`src/rtl/hazard_forward_ctrl_pkg.sv`:
```
// Shared types for hazard_forward_ctrl: select encodings, default widths, shadow entry.
// Build option FORWARDING_EN is consumed by the top, not here.
package hazard_forward_ctrl_pkg;

   localparam int REG_W_DEF = 4;
   localparam int CNT_W_DEF = 16;
   // Shadow dst is sized for the widest supported index; narrower indices zero-extend.
   localparam int REG_W_MAX = 8;

   localparam logic [1:0] SEL_REG = 2'b00;
   localparam logic [1:0] SEL_MEM = 2'b01;
   localparam logic [1:0] SEL_WB  = 2'b10;

   typedef struct packed {
      logic                 valid;
      logic [REG_W_MAX-1:0] dst;
      logic                 wb_en;
      logic                 mem_read;
   } shadow_t;

   function automatic logic writes_reg(shadow_t e, logic [REG_W_MAX-1:0] idx);
      return e.valid & e.wb_en & (e.dst == idx);
   endfunction

endpackage

```
`src/rtl/hazard_forward_ctrl_match.sv`:
```
// Per-source RAW match against the EXE/MEM/WB shadows; returns match vector and
// youngest-producer select. Independent of FORWARDING_EN.
module hazard_match
   import hazard_forward_ctrl_pkg::*;
#(
   parameter int REG_W = REG_W_DEF
) (
   input  logic [REG_W-1:0] i_src,
   input  logic             i_use,
   input  shadow_t          i_exe,
   input  shadow_t          i_mem,
   input  shadow_t          i_wb,
   output logic [2:0]       o_match,
   output logic [1:0]       o_sel
);

   logic [REG_W_MAX-1:0] w_src;
   logic                 w_unused;

   assign w_src = REG_W_MAX'(i_src);

   // o_match = {wb, mem, exe}; an unused source never matches.
   assign o_match[0] = i_use & writes_reg(i_exe, w_src);
   assign o_match[1] = i_use & writes_reg(i_mem, w_src);
   assign o_match[2] = i_use & writes_reg(i_wb,  w_src);

   assign o_sel = o_match[0] ? SEL_MEM :
                  o_match[1] ? SEL_WB  : SEL_REG;

   assign w_unused = ^{i_exe.mem_read, i_mem.mem_read, i_wb.mem_read};

endmodule

```
`src/rtl/hazard_forward_ctrl.sv`:
```
// EXE-stage hazard controller: shadow pipeline, load-use stall, branch flush, counters.
// `define FORWARDING_EN for MEM/WB forwarding; otherwise stall until the producer retires.
module hazard_forward_ctrl
   import hazard_forward_ctrl_pkg::*;
#(
   parameter int REG_W = REG_W_DEF,
   parameter int CNT_W = CNT_W_DEF
) (
   input  logic             clk,
   input  logic             rst,
   input  logic             id_valid,
   input  logic [REG_W-1:0] id_src1,
   input  logic [REG_W-1:0] id_src2,
   input  logic             id_use_src1,
   input  logic             id_use_src2,
   input  logic [REG_W-1:0] id_dst,
   input  logic             id_wb_en,
   input  logic             id_mem_read,
   input  logic             exe_branch_taken,
   output logic [1:0]       sel_src1,
   output logic [1:0]       sel_src2,
   output logic             stall,
   output logic             flush,
   output logic [CNT_W-1:0] stall_count,
   output logic [CNT_W-1:0] flush_count
);

   shadow_t          r_exe_sh, r_mem_sh, r_wb_sh;
   shadow_t          w_id_sh;
   logic [1:0]       r_sel1, r_sel2;
   logic [CNT_W-1:0] r_stall_cnt, r_flush_cnt;
   logic [2:0]       w_m1, w_m2;
   logic [1:0]       w_sel1, w_sel2, w_fwd1, w_fwd2;
   logic             w_hazard, w_issue, w_unused;

   hazard_match #(.REG_W(REG_W)) u_match1 (
      .i_src(id_src1), .i_use(id_use_src1),
      .i_exe(r_exe_sh), .i_mem(r_mem_sh), .i_wb(r_wb_sh),
      .o_match(w_m1), .o_sel(w_sel1)
   );

   hazard_match #(.REG_W(REG_W)) u_match2 (
      .i_src(id_src2), .i_use(id_use_src2),
      .i_exe(r_exe_sh), .i_mem(r_mem_sh), .i_wb(r_wb_sh),
      .o_match(w_m2), .o_sel(w_sel2)
   );

`ifdef FORWARDING_EN
   // Only a load still in EXE cannot be forwarded in time.
   assign w_hazard = (w_m1[0] | w_m2[0]) & r_exe_sh.mem_read;
   assign w_fwd1   = w_sel1;
   assign w_fwd2   = w_sel2;
`else
   assign w_hazard = |{w_m1, w_m2};
   assign w_fwd1   = SEL_REG;
   assign w_fwd2   = SEL_REG;
`endif

   assign flush   = exe_branch_taken & ~rst;
   assign stall   = id_valid & ~flush & w_hazard;
   assign w_issue = id_valid & ~stall & ~flush;

   always_comb begin
      w_id_sh = '0;
      if (w_issue) begin
         w_id_sh.valid    = 1'b1;
         w_id_sh.dst      = REG_W_MAX'(id_dst);
         w_id_sh.wb_en    = id_wb_en;
         w_id_sh.mem_read = id_mem_read;
      end
   end

   always_ff @(posedge clk or posedge rst) begin
      if (rst) begin
         r_exe_sh    <= '0;
         r_mem_sh    <= '0;
         r_wb_sh     <= '0;
         r_sel1      <= SEL_REG;
         r_sel2      <= SEL_REG;
         r_stall_cnt <= '0;
         r_flush_cnt <= '0;
      end else begin
         r_exe_sh <= w_id_sh;
         r_mem_sh <= r_exe_sh;
         r_wb_sh  <= r_mem_sh;
         r_sel1   <= w_issue ? w_fwd1 : SEL_REG;
         r_sel2   <= w_issue ? w_fwd2 : SEL_REG;
         if (stall && !(&r_stall_cnt)) r_stall_cnt <= r_stall_cnt + 1'b1;
         if (flush && !(&r_flush_cnt)) r_flush_cnt <= r_flush_cnt + 1'b1;
      end
   end

   assign sel_src1    = r_sel1;
   assign sel_src2    = r_sel2;
   assign stall_count = r_stall_cnt;
   assign flush_count = r_flush_cnt;

   assign w_unused = ^{w_m1, w_m2, w_sel1, w_sel2,
                       r_exe_sh.mem_read, r_mem_sh.mem_read, r_wb_sh.mem_read};

endmodule

```
`config.mk`:
```
export PLATFORM = sky130hd
export DESIGN_NAME = hazard_forward_ctrl
export DESIGN_NICKNAME = d
export VERILOG_FILES = /design/src/rtl/hazard_forward_ctrl_pkg.sv /design/src/rtl/hazard_forward_ctrl_match.sv /design/src/rtl/hazard_forward_ctrl.sv
export SDC_FILE = /design/constraint.sdc
export NUM_CORES = 1
export LEC_CHECK = 0
export ABC_AREA = 1
export BUFFER_PORTS_ARGS = -buffer_cell sky130_fd_sc_hd__buf_2
export CORE_AREA = 5 5 75 83
export CTS_CLUSTER_SIZE = 28
export DETAILED_ROUTE_END_ITERATION = 6
export DIE_AREA = 0 0 80 88
export PLACE_DENSITY = 0.89
export SKIP_LAST_GASP = 1
export SLEW_MARGIN = 25
export SYNTH_ARGS = -nofsm -noshare
export SYNTH_HDL_FRONTEND = slang
export SYNTH_SLANG_ARGS = --single-unit
export TNS_END_PERCENT = 50
```
`constraint.sdc`:
```
create_clock -name clk -period 2.9 [get_ports clk]
set_clock_uncertainty 0.15 [all_clocks]
set_input_delay 0.145 -clock clk [delete_from_list [all_inputs] [get_ports clk]]
set_output_delay 0.145 -clock clk [all_outputs]
set_load 0.1 [all_outputs]
```
### Word level (Yosys, flattened, before mapping)

Cells that the tools add are included.

* logic and storage cells: 50
* register bits after elaboration: 62
* input bits: 20
* output and inout bits: 38

* add/sub/neg operators: 2
* bitwise operators: 23
* equality and inequality tests: 6
* reduce and logical (&&, ||, !) cells: 7
* multiplexer cells: 1

Operators by type and width (count)
* == test 8 x 4 -> 1 bit: 6
* adder 16 x 1 -> 16 bit (second input constant): 2
* AND reduction 16 bit: 2
* bitwise AND 1 bit: 20
* two-way mux 11 bit: 1
* OR reduction 6 bit: 1
* NOT 1 bit: 3
* logical AND 1 bit: 2
* logical NOT 1 bit: 2

### Depth between registers and ports, before layout

Gate-level depths: netlist of run 1.

* depth after elaboration: 9
* gate-level depth with buffers: 12

### By module

Synthesis of run 1 repeated with hierarchy kept, for this count alone.

* cell total of the unflattened synthesis: 498
* area, all modules: 3379.5 um2

Modules (own cells, without submodules)
* hazard_forward_ctrl: area each 2713.9 um2, instances 1, cells each 344
* hazard_match: area each 332.8 um2, instances 2, cells each 77

### Worst setup path after synthesis of run 1

No wires, ideal clock.

* kind: input to register
* start point: input rst
* end point: register r_flush_cnt[13], in the netlist flush_count[13]
* stages on the path: 8
* setup slack: -0.178 ns
* data arrival time: 2.764 ns
* cells stage by stage: inv_1 -> nand2_1 -> inv_1 -> nand2_2 -> nor2_2 -> nand2_1 -> nor2_1 -> xor2_1

* cells in the longest elaborated chain, start to end: 3

Ends and longest elaborated chain
* start: declaration: RTL line hazard_forward_ctrl.sv:10 `input logic rst,`
* NOT 1 bit: RTL line hazard_forward_ctrl.sv:59 `assign flush = exe_branch_taken & ~rst;`
* bitwise AND 1 bit: RTL line hazard_forward_ctrl.sv:59
* net flush: RTL line hazard_forward_ctrl.sv:23 `output logic flush,`
* logical AND 1 bit: RTL line hazard_forward_ctrl.sv:89 `if (flush && !(&r_flush_cnt)) r_flush_cnt <= r_flush_cnt + 1'b1;`
* end signal: assignment: RTL line hazard_forward_ctrl.sv:89
* end: declaration: RTL line hazard_forward_ctrl.sv:31 `logic [CNT_W-1:0] r_stall_cnt, r_flush_cnt;`

The timed path passes the listed nets, and every way through them passes these cells.
A chain may end at the register's enable or synchronous reset.

### Worst setup path in the final report of run 1

* start point: register r_wb_sh[4] (netlist bit)
* end point: output stall

* cells in the longest elaborated chain, start to end: 5

Ends and longest elaborated chain
* start: declaration: RTL line hazard_forward_ctrl.sv:28 `shadow_t r_exe_sh, r_mem_sh, r_wb_sh;`
* start signal: assignment: RTL line hazard_forward_ctrl.sv:85 `r_wb_sh <= r_mem_sh;`
* == test 8 x 4 -> 1 bit: RTL line hazard_forward_ctrl_pkg.sv:22 `return e.valid & e.wb_en & (e.dst == idx);`
* bitwise AND 1 bit: RTL line hazard_forward_ctrl_pkg.sv:22
* bitwise AND 1 bit: RTL line hazard_forward_ctrl_match.sv:25 `assign o_match[2] = i_use & writes_reg(i_wb, w_src);`
* OR reduction 6 bit *: RTL line hazard_forward_ctrl.sv:54 `assign w_hazard = |{w_m1, w_m2};`
* bitwise AND 1 bit *: RTL line hazard_forward_ctrl.sv:60 `assign stall = id_valid & ~flush & w_hazard;`
* end: declaration: RTL line hazard_forward_ctrl.sv:22 `output logic stall,`

Mark *: on every way between the ends. The rest lies on a longest branch, timed or not.

==> run summary, run 1 <==
• 0 — final hold viol count
• 2610 ps — required time of the worst setup path
• 7040 um^2 — Die Outline Area
• 100% — fraction of synthesis flops using an asynchronous set or reset pin
• 2800 um^2 — post-synthesis instance area
• 5330 um^2 — Core Box Area
• 0 — setup violation total in the final timing report
• output port — Worst Setup End Kind
• 2,440 — vias
• 28 — std cell rows
• 50 — clock sink count
• in -> reg — path type of the worst min-delay path
• 482 — fillcell total
• 1.85 nW — static leakage power
• false — setup repair after global routing missed its margin
• 0 — max-slew violation total from the final report
• 504 — Final Instance Count excl. Fillers
• 50.4% — headroom to the max-slew limit
• 0 — post-route antenna net violation count
• 4 — 1st-pass router iterations
• 1290 um^2 — multi-input logic area
• 2170 ps — CP arrival
• 85.0% — share of the cycle needed by the critical path after routing
• 0.801 mV — Worst IR Drop VDD
• register — CP startpoint kind
• 90 ps — post-CTS clock slew at the launch and capture registers of the worst setup and hold paths
• 2,324 — number of global-route vias before repair
• 88 um — Vert. Die Dim
• 50 — flops & latches, synth
• 290 ps — clock latency reported for the late side of the worst-skew pair
• 4.84 — via/cell ratio
• nand2_1 — most instantiated library cell after synthesis
• 5830 um — drt total wl
• 17.7% — Area growth, synth to finish
• 21 — Crit Path Max Fanout
• 62.0% — utilization after layout
• 44.6% — sequential area share after synthesis
• 58 — num ports
• 491 — placed cell count
• dfrtp_1 (45%), nand2_1 (16%), inv_1 (6.6%) — largest cells by area after synthesis
• 0 — final routed DRC violation total
• 17.8% — GR Util All Layers
• 51 — maximum number of pins on one net before global-route repair
• nand2_1 (117), dfrtp_1 (50), inv_1 (49) — leading post-synthesis cells by instance count
• 6 — quantity of hold-fixing buffers added after cts
• 52 — number of port buffers
• 7.56 um^2 — mean area per synthesized cell
• 0 — number of enable-type register cells in the synthesized netlist
• done — clock tree from TritonCTS
• 577 nW/um^2 — power density normalized to cell area
• 406 MHz — Max Freq
• 52.7% — Initial Utilization
• clkbuf_8 — clock root cell
• 0 — Antenna diodes
• 44.6% — area share of the largest cell type after synthesis
• 0 — Post-CTS Repair Setup Buffers
• 436 ps — PnR worst setup slack
• dfrtp_1 — most used flip-flop cell after synthesis
• 0 ps — final sum of negative setup slack
• dfrtp_1 — post-synthesis cell type with the largest combined area
• 451 — number of nets in the final layout
• 0 — total congestion overflow
• 742 ps — Tightest Pin Transition
• 4390 um — final HPWL from detailed placement
• 0.884 — final weighted congestion in routability-driven placement
• 0 — YS warnings
• reg -> out — CP Class
• 80 um — Die Width
• 1250 um^2 — total area of sequential cells
• finished, final reports clean — run status
• 10,000 um — global-route wire length before repair
• 26 — count of unique library cells instantiated by Yosys
• 2460 ps — post-layout minimum cycle time
• 17.5% — fraction of layout instances using a drive strength above 1
• 5 — Num CTS Buffers
• 2 — buffers from clock root to sink, at most
• 11.6 um — average wire per cell in the routed design
• 0 — number of maximum-capacitance constraint violations
• 519 ps — Setup WS pre-CTS
• 1.90 mW — Overall Power
• 2 — deepest level of the CTS H-tree
• 0 — initial antenna violation count
• 191 — initial DRC count
• 371 — synthesized instance count
• 0 — post-CTS sizing
critical path, cell delays in order (launching register included):
cell	delay [ps]
dfrtp_1	410
nand2_1	70
inv_1	30
nor2_1	80
nor2_1	50
nand3_1	60
nand2_1	60
nand2_1	80
nand3_1	550
nand2_1	210
inv_1	90
buf_12	170
final cells by class:
cell class	count	area share, %
well taps	75	2.84
multi-input cells	259	39.2
repair buffers	59	10.4
clock inverters	1	0.910
clock buffers	6	2.50
inverters	54	6.26
flip-flops and latches	50	37.9
state kept, by name (all words and copies together) (netlist names):
| register | count |
|---|---|
| r_exe_sh | 6 |
| flush_count | 16 |
| r_wb_sh | 6 |
| stall_count | 16 |
| r_mem_sh | 6 |
report_power, final:
group	internal [mW]	switching (mW)	total (mW)
clock	0.276	0.216	0.492
sequential	0.755	0.0681	0.823
combinational	0.105	0.484	0.590
total	1.14	0.768	1.90
layer usage:
metal | GRT usage [%] | wire (um) | vias up
li1 | - | - | 1257
met1 | 21.4 | 2520 | 1143
met2 | 32.1 | 3040 | 36
met3 | 3.40 | 212 | 4
met4 | 5.38 | 57 | 0
met5 | 0 | 0 | -
through the flow:
stage               instance area [um^2]  hold slack (ps)
global placement                    3130              206
detailed placement                  3130              210
finish                              3300              187
floorplan                           2820             41.5
global route                        3300              207
CTS                                 3300              176
kinds of logic (layout without fill, tap and decap cells):
family / after synthesis / after routing / share of synthesized area, %
AO/OA/AOI/OAI: 5 / 5 / 0.937
buffers and inverters: 65 / 120 / 9.68
other: 1 / 4 / 0.134
adder cells (fa/ha/maj): 2 / 2 / 0.892
XOR/XNOR: 30 / 30 / 9.37
flip-flops: 50 / 50 / 44.6
AND/OR/NAND/NOR: 218 / 218 / 34.4
final timing paths:
| path | endpoint | from | cells after the start | slack [ps] |
|---|---|---|---|---|
| setup / recovery | stall | r_wb_sh[4] | 11 | 440 |
| hold / removal | r_exe_sh[4] | id_use_src1 | 4 | 190 |
| setup reg to reg | stall_count[14] | r_mem_sh[3] | 11 | 530 |
| hold reg to reg | r_mem_sh[1] | r_exe_sh[1] | 0 | 220 |
| max in group asynchronous | r_exe_sh[10] | rst | 4 | 1750 |
| min in group asynchronous | flush_count[5] | rst | 4 | 440 |
placed cells by master, fill, tap and decap left out, types with 4 or more instances in the layout:
master,netlist,layout
dfrtp_1,50,50
nand4_1,21,21
xnor2_1,11,11
conb_1,1,4
xor2_1,19,19
nand3_1,23,23
nor3_1,7,7
buf_2,4,51
clkbuf_8,0,6
nand2_1,117,117
dlygate4sd3_1,0,6
inv_1,49,48
nor2_1,37,37
inv_2,5,5
nor2_2,4,4
o21ai_0,4,4
(Power assumes the default switching activity.)
==> inputs of run 2 (changes only) <==
--- a/config.mk
+++ b/config.mk
@@ -7,11 +7,11 @@
 export LEC_CHECK = 0
 export ABC_AREA = 1
 export BUFFER_PORTS_ARGS = -buffer_cell sky130_fd_sc_hd__buf_2
-export CORE_AREA = 5 5 75 83
+export CORE_AREA = 5 5 79 88
 export CTS_CLUSTER_SIZE = 28
 export DETAILED_ROUTE_END_ITERATION = 6
-export DIE_AREA = 0 0 80 88
-export PLACE_DENSITY = 0.89
+export DIE_AREA = 0 0 84 93
+export PLACE_DENSITY = 0.84
 export SKIP_LAST_GASP = 1
 export SLEW_MARGIN = 25
 export SYNTH_ARGS = -nofsm -noshare
==> constraint.sdc (replaced) <==
create_clock -name clk -period 2.05 [get_ports clk]
set_clock_uncertainty 0.15 [all_clocks]
set_input_delay 0.1025 -clock clk [delete_from_list [all_inputs] [get_ports clk]]
set_output_delay 0.1025 -clock clk [all_outputs]
set_load 0.1 [all_outputs]
==> run summary, run 2 (synthesis gave the netlist of run 1 again) <==
• done — clock tree from TritonCTS, unchanged
• 139 ps — tightest hold margin, was 187 ps
• 2 — buffers from clock root to sink, at most, unchanged
• 500 — placed cell count, was 491
• 0 — number of maximum-capacitance constraint violations, unchanged
• 58 — num ports, unchanged
• 516 — Final Instance Count excl. Fillers, was 504
• 57.9% — headroom to the max-slew limit, was 50.4%
• 51 — maximum number of pins on one net before global-route repair, unchanged
• 0 — max-slew violation total from the final report, unchanged
• 1 — combined buffer and inverter count along the critical path, was 3
• 46.7% — Initial Utilization, was 52.7%
• 300 ps — clock latency reported for the late side of the worst-skew pair, was 290 ps
• reg -> reg — CP Class, was reg -> out
• 7810 um^2 — Die Outline Area, was 7040 um^2
• 57.1% — utilization after layout, was 62.0%
• stall_count[12] — end of the worst register-to-register path, was stall_count[14]
• 2,525 — vias, was 2,440
• 460 ps — peak per-stage delay on the critical path, was 550 ps
• finished, final reports clean — run status, unchanged
• 5 — Num CTS Buffers, unchanged
• 0 — setup violation total in the final timing report, unchanged
• 140 ps — reg2reg setup slack, was 530 ps
• 0 — initial antenna violation count, unchanged
• stall_count[1] — worst reg2reg path startpoint, was r_mem_sh[3]
• 2,579 — number of global-route vias before repair, was 2,324
• 52 — number of port buffers, unchanged
• 793 nW/um^2 — power density normalized to cell area, was 577 nW/um^2
• 11,100 um — global-route wire length before repair, was 10,000 um
• ha_4 -> nand3_2 -> nor2_4 -> nand4_4 -> nor2_4 -> inv_2 -> nand3_4 -> nand2_1 -> nand2_1 — cells along the critical path, was nand2_1 -> inv_1 -> nor2_1 -> nor2_1 -> nand3_1 -> nand2_1 -> nand2_1 -> nand3_1 -> nand2_1 -> inv_1 -> buf_12
• 100 ps — post-CTS clock slew at the launch and capture registers of the worst setup and hold paths, was 90 ps
• 0 — Antenna diodes, unchanged
• 1.87 nW — static leakage power, was 1.85 nW
• register — CP startpoint kind, unchanged
• 2130 ps — required time of the worst setup path, was 2610 ps
• 84 um — Die Width, was 80 um
• 93.0% — share of the cycle needed by the critical path after routing
• 0.939 — final weighted congestion in routability-driven placement, was 0.884
• 99 — initial DRC count, was 191
• 14 — Crit Path Max Fanout, was 21
• 31.3% — share of total power in combinational logic, was 31.0%
• 0 — final routed DRC violation total, unchanged
• 632 ps — Tightest Pin Transition, was 742 ps
• 4.89 — via/cell ratio, was 4.84
• 17.1% — GR Util All Layers, was 17.8%
• 0 — post-route antenna net violation count, unchanged
• 93 um — Vert. Die Dim, was 88 um
• 1.18 mV — Worst IR Drop VDD, was 0.801 mV
• 1990 ps — CP arrival, was 2170 ps
• 6010 um^2 — Core Box Area, was 5330 um^2
• 1.13 mW — net switching power, was 768 uW
• 9 — number of gates on the worst path with buffers counted, was 11
• 22.4% — Area growth, synth to finish, was 17.7%
• 525 MHz — Max Freq
• 30 — std cell rows, was 28
• nand2_1 (114), buf_2 (51), inv_1 (47) — most frequent cells in the layout, was nand2_1 (117), buf_2 (51), dfrtp_1 (50)
• 0 — final hold viol count, unchanged
• 0 — total congestion overflow, unchanged
• stall_count[12] — Critical Path Sink, was stall
• clkbuf_8 — clock root cell, unchanged
• 457 — number of nets in the final layout, was 451
• 12.2 um — average wire per cell in the routed design, was 11.6 um
• dfrtp_4 — critical-path cell with the highest stage delay, was nand3_1
• true — setup repair after global routing missed its margin, was false
• 6280 um — drt total wl, was 5830 um
• simple AND/OR/NAND/NOR gates — Worst path top cell family by delay, unchanged
• 4 — 1st-pass router iterations, unchanged
• 41.4% — sw frac, was 40.3%
• 1910 ps — post-layout minimum cycle time
• in -> reg — path type of the worst min-delay path, unchanged
• 2 — deepest level of the CTS H-tree, unchanged
• register — Worst Setup End Kind, was output port
• 9 — worst r2r path cells, was 11
• 4760 um — final HPWL from detailed placement, was 4390 um
• 25.3% — clock group share of total power, was 25.8%
• stall_count[1] — launch point of the worst path, was r_wb_sh[4]
• 50 — clock sink count, unchanged
• 43.3% — fraction of power consumed by sequential logic, was 43.2%
• 23.6% — fraction of layout instances using a drive strength above 1, was 17.5%
• nand2_1 — leading cell type in the layout, fill and taps excluded, unchanged
• 1.60 mW — cell-internal power, was 1.14 mW
==> run 2: per-layer routing <==
metal / up-vias / global-route usage [%] / wire length (um)
li1: 1274 / - / -
met1: 1184 / 20.1 / 2510
met2: 58 / 31.3 / 3370
met3: 9 / 3.35 / 301
met4: 0 / 5.63 / 94
met5: - / 0 / 0
==> run 2: tightest hold or removal path: stages <==
cell and delay (ps):
buf_2 100, nand2_2 80, nand4_1 220, nor2_1 60
==> run 2: repair_timing <==
item,CTS,global route
cloned,0,0
setup endpoints to repair,1,15
resized for setup,1,7
endpoints found under the hold margin,55,0
pin swaps,0,3
setup buffers,0,2
hold buffers,6,0
==> run 2: stage by stage <==
step                instance area (um^2)  setup TNS, ps  power (mW)  setup slack [ps]
floorplan                           2870          -4840        1.89              -421
finish                              3430              0        2.72               144
global placement                    3210              0        2.02               179
detailed placement                  3210              0        2.04               111
global route                        3430          -17.4        2.85             -13.7
CTS                                 3390              0        2.74              79.4
==> run 2: power by group through the flow <==
stage	Sequential (mW)	Combinational, mW	Clock [mW]
finish	1.18	0.853	0.690
global route	1.20	0.903	0.746
CTS	1.18	0.853	0.708
detailed placement	1.20	0.841	0
global placement	1.19	0.829	0
floorplan	1.63	0.259	0
==> run 2: layout make-up <==
cell class                 count  area, um^2
fill                         549        2570
inverter                      54         206
multi-input combinational    259        1350
clock inverter                 2        37.5
timing repair buffer          65         388
sequential                    50        1270
tap                           80         100
clock buffer                   6        72.6
==> run 2: worst min path at each step <==
stage	cells past startpoint	to	startpoint
global placement	3	r_exe_sh[4]	id_dst[2]
finish	4	r_exe_sh[4]	id_use_src1
global route	4	r_exe_sh[4]	id_use_src2
detailed placement	3	r_exe_sh[4]	id_dst[2]
CTS	6	flush_count[14]	exe_branch_taken
floorplan	1	flush_count[0]	rst
==> inputs of run 3 (changes only) <==
--- a/config.mk
+++ b/config.mk
@@ -7,11 +7,11 @@
 export LEC_CHECK = 0
 export ABC_AREA = 1
 export BUFFER_PORTS_ARGS = -buffer_cell sky130_fd_sc_hd__buf_2
-export CORE_AREA = 5 5 79 88
+export CORE_AREA = 5 5 82 84
 export CTS_CLUSTER_SIZE = 28
 export DETAILED_ROUTE_END_ITERATION = 6
-export DIE_AREA = 0 0 84 93
-export PLACE_DENSITY = 0.84
+export DIE_AREA = 0 0 87 89
+export PLACE_DENSITY = 0.85
 export SKIP_LAST_GASP = 1
 export SLEW_MARGIN = 25
 export SYNTH_ARGS = -nofsm -noshare
==> run summary, run 3 (synthesis gave the netlist of run 1 again) <==
• finished, final reports clean — run status, unchanged
• 44.7% — fraction of power consumed by sequential logic, was 43.3%
• true — setup repair after global routing missed its margin, unchanged
• 0 — max-slew violation total from the final report, unchanged
• stall_count[8] — end of the worst register-to-register path, was stall_count[12]
• 16 — Crit Path Max Fanout, was 14
• 0 — initial antenna violation count, unchanged
• 90.2 ps — Setup WS pre-CTS, was 111 ps
• 530 ps — peak per-stage delay on the critical path, was 460 ps
• 0 — final routed DRC violation total, unchanged
• 6 — combined buffer and inverter count along the critical path, was 1
• 4.92 — via/cell ratio, was 4.89
• 512 — Final Instance Count excl. Fillers, was 516
• 12.3 um — average wire per cell in the routed design, was 12.2 um
• 89 um — Vert. Die Dim, was 93 um
• 2 — deepest level of the CTS H-tree, unchanged
• input port — CP startpoint kind, was register
• dlygate4sd3_1 — critical-path cell with the highest stage delay, was dfrtp_4
• 2 — buffers from clock root to sink, at most, unchanged
• 21.9% — Area growth, synth to finish, was 22.4%
• stall_count[0] — worst reg2reg path startpoint, was stall_count[1]
• 0 — total congestion overflow, unchanged
• in -> reg — path type of the worst min-delay path, unchanged
• id_use_src2 — hold_sp, was id_use_src1
• 130 ps — reg2reg setup slack, was 140 ps
• 2,446 — number of global-route vias before repair, was 2,579
• 57.8% — headroom to the max-slew limit, was 57.9%
• 28 — std cell rows, was 30
• 100 ps — post-CTS clock slew at the launch and capture registers of the worst setup and hold paths, about the same
• 300 ps — clock latency reported for the late side of the worst-skew pair, about the same
• nand2_1 (117), buf_2 (51), inv_1 (45) — most frequent cells in the layout, was nand2_1 (114), buf_2 (51), inv_1 (47)
• in -> out — CP Class, was reg -> reg
• 4 — worst hold stages, unchanged
• 775 nW/um^2 — power density normalized to cell area, was 793 nW/um^2
• 0 — final hold viol count, unchanged
• 5850 um^2 — Core Box Area, was 6010 um^2
• dlygate4sd3_1 -> buf_2 -> clkinvlp_4 -> nand2_1 -> nand2_1 -> clkinvlp_4 -> nand2_1 -> inv_2 -> buf_12 — cells along the critical path, was ha_4 -> nand3_2 -> nor2_4 -> nand4_4 -> nor2_4 -> inv_2 -> nand3_4 -> nand2_1 -> nand2_1
• 16.8% — GR Util All Layers, was 17.1%
• 0 — number of maximum-capacitance constraint violations, unchanged
• 24.3% — fraction of layout instances using a drive strength above 1, was 23.6%
• 5 — Num CTS Buffers, unchanged
• 10,400 um — global-route wire length before repair, was 11,100 um
• 98.2 ps — PnR worst setup slack, was 144 ps
• 95.2% — share of the cycle needed by the critical path after routing, was 93.0%
• 458 — number of nets in the final layout, was 457
• r_exe_sh[3] — Min-Delay Endpoint, was r_exe_sh[4]
• 4 — 1st-pass router iterations, unchanged
• 4660 um — final HPWL from detailed placement, was 4760 um
• 632 ps — Tightest Pin Transition, about the same
• 1.14 mW — net switching power, was 1.13 mW
• 3340 um — routed length on met2, was 3370 um
• 32.4% — share of total power in combinational logic, was 31.3%
• 0 — Antenna diodes, unchanged
• 283 um — met3 routed wirelength, was 301 um
• 7740 um^2 — Die Outline Area, was 7810 um^2
• 511 — fillcell total, was 549
• 1950 ps — post-layout minimum cycle time, was 1910 ps
• 2590 um — met1 routed wirelength after detailed routing, was 2510 um
• 1700 ps — CP arrival, was 1990 ps
• 512 MHz — Max Freq, was 525 MHz
• 50 — clock sink count, unchanged
• 1.86 nW — static leakage power, was 1.87 nW
• 58.4% — utilization after layout, was 57.1%
• 52 — number of port buffers, unchanged
• 23.0% — clock group share of total power, was 25.3%
• 0.854 — final weighted congestion in routability-driven placement, was 0.939
• 2,520 — vias, was 2,525
• 51 — maximum number of pins on one net before global-route repair, unchanged
• 1.22 mV — Worst IR Drop VDD, was 1.18 mV
• nand2_1 — leading cell type in the layout, fill and taps excluded, unchanged
• clkbuf_8 — clock root cell, unchanged
• 87 um — Die Width, was 84 um
• buffers and inverters — Worst path top cell family by delay, was simple AND/OR/NAND/NOR gates
• 107 — initial DRC count, was 99
• done — clock tree from TritonCTS, unchanged
• 47.9% — Initial Utilization, was 46.7%
• 6280 um — drt total wl, about the same
• 1.51 mW — cell-internal power, was 1.60 mW
• 0 — post-route antenna net violation count, unchanged
• 43.1% — sw frac, was 41.4%
• nand2_1 — Critical Path Most Common Cell
• 58 — num ports, unchanged
• 0 — setup violation total in the final timing report, unchanged
• 494 — placed cell count, was 500
• 9 — worst r2r path cells, unchanged
• 1800 ps — required time of the worst setup path, was 2130 ps
• output port — Worst Setup End Kind, was register
• met4 — highest signal layer in the routed design, unchanged
run 3: cell count changes in the layout (fill, tap and decap cells not counted), moves of 2 or more:
cell,change
nand3_2,+2
nand2_2,-3
inv_1,-2
nand2_1,+3
run 3: power by group through the flow:
stage	Sequential (mW)	Clock (mW)	Combinational, mW
CTS	1.18	0.623	0.850
global placement	1.19	0	0.825
detailed placement	1.20	0	0.840
global route	1.20	0.670	0.906
floorplan	1.63	0	0.259
finish	1.18	0.608	0.858
run 3: stage by stage:
stage          hold slack [ps]  setup TNS, ps  power [mW]  instance area, um^2
3_3_place_gp               163              0        2.02                 3200
3_5_place_dp               172              0        2.04                 3200
2_1_floorplan            -1.42          -4840        1.89                 2870
4_1_cts                    130              0        2.65                 3350
6_report                   129              0        2.65                 3420
5_1_grt                    179          -66.7        2.77                 3420
run 3: what timing repair did:
action,CTS,global route
gates resized for setup,0,9
hold buffers,6,0
hold endpoints to repair,55,0
buffers inserted,0,4
setup endpoints to repair,0,10
run 3: per-layer routing:
layer  track usage (%)  up-vias
li1                  -     1272
met1              19.7     1185
met2              30.8       57
met3              3.59        6
met4              4.67        0
met5                 0        -
run 3: final cells by class:
type	count	area, um^2	share of cell area (%)
clock inverter	2	12.5	0.366
tap	75	93.8	2.75
multi-input combinational	259	1350	39.5
timing repair buffer	66	395	11.6
inverter	54	210	6.15
clock buffer	6	82.6	2.42
sequential	50	1270	37.3
run 3: how the worst max path moves through the flow:
stage	from	to	depth (start not counted)
global placement	stall_count[0]	stall_count[12]	9
CTS	r_exe_sh[3]	stall	10
finish	rst	stall	9
global route	r_exe_sh[2]	stall	11
floorplan	rst	flush_count[13]	8
detailed placement	stall_count[0]	stall_count[8]	9
run 3: tightest hold or removal path: cells and delay by family:
family	cells	cell delay, ps
buf+inv	1	90
simple gates	3	360
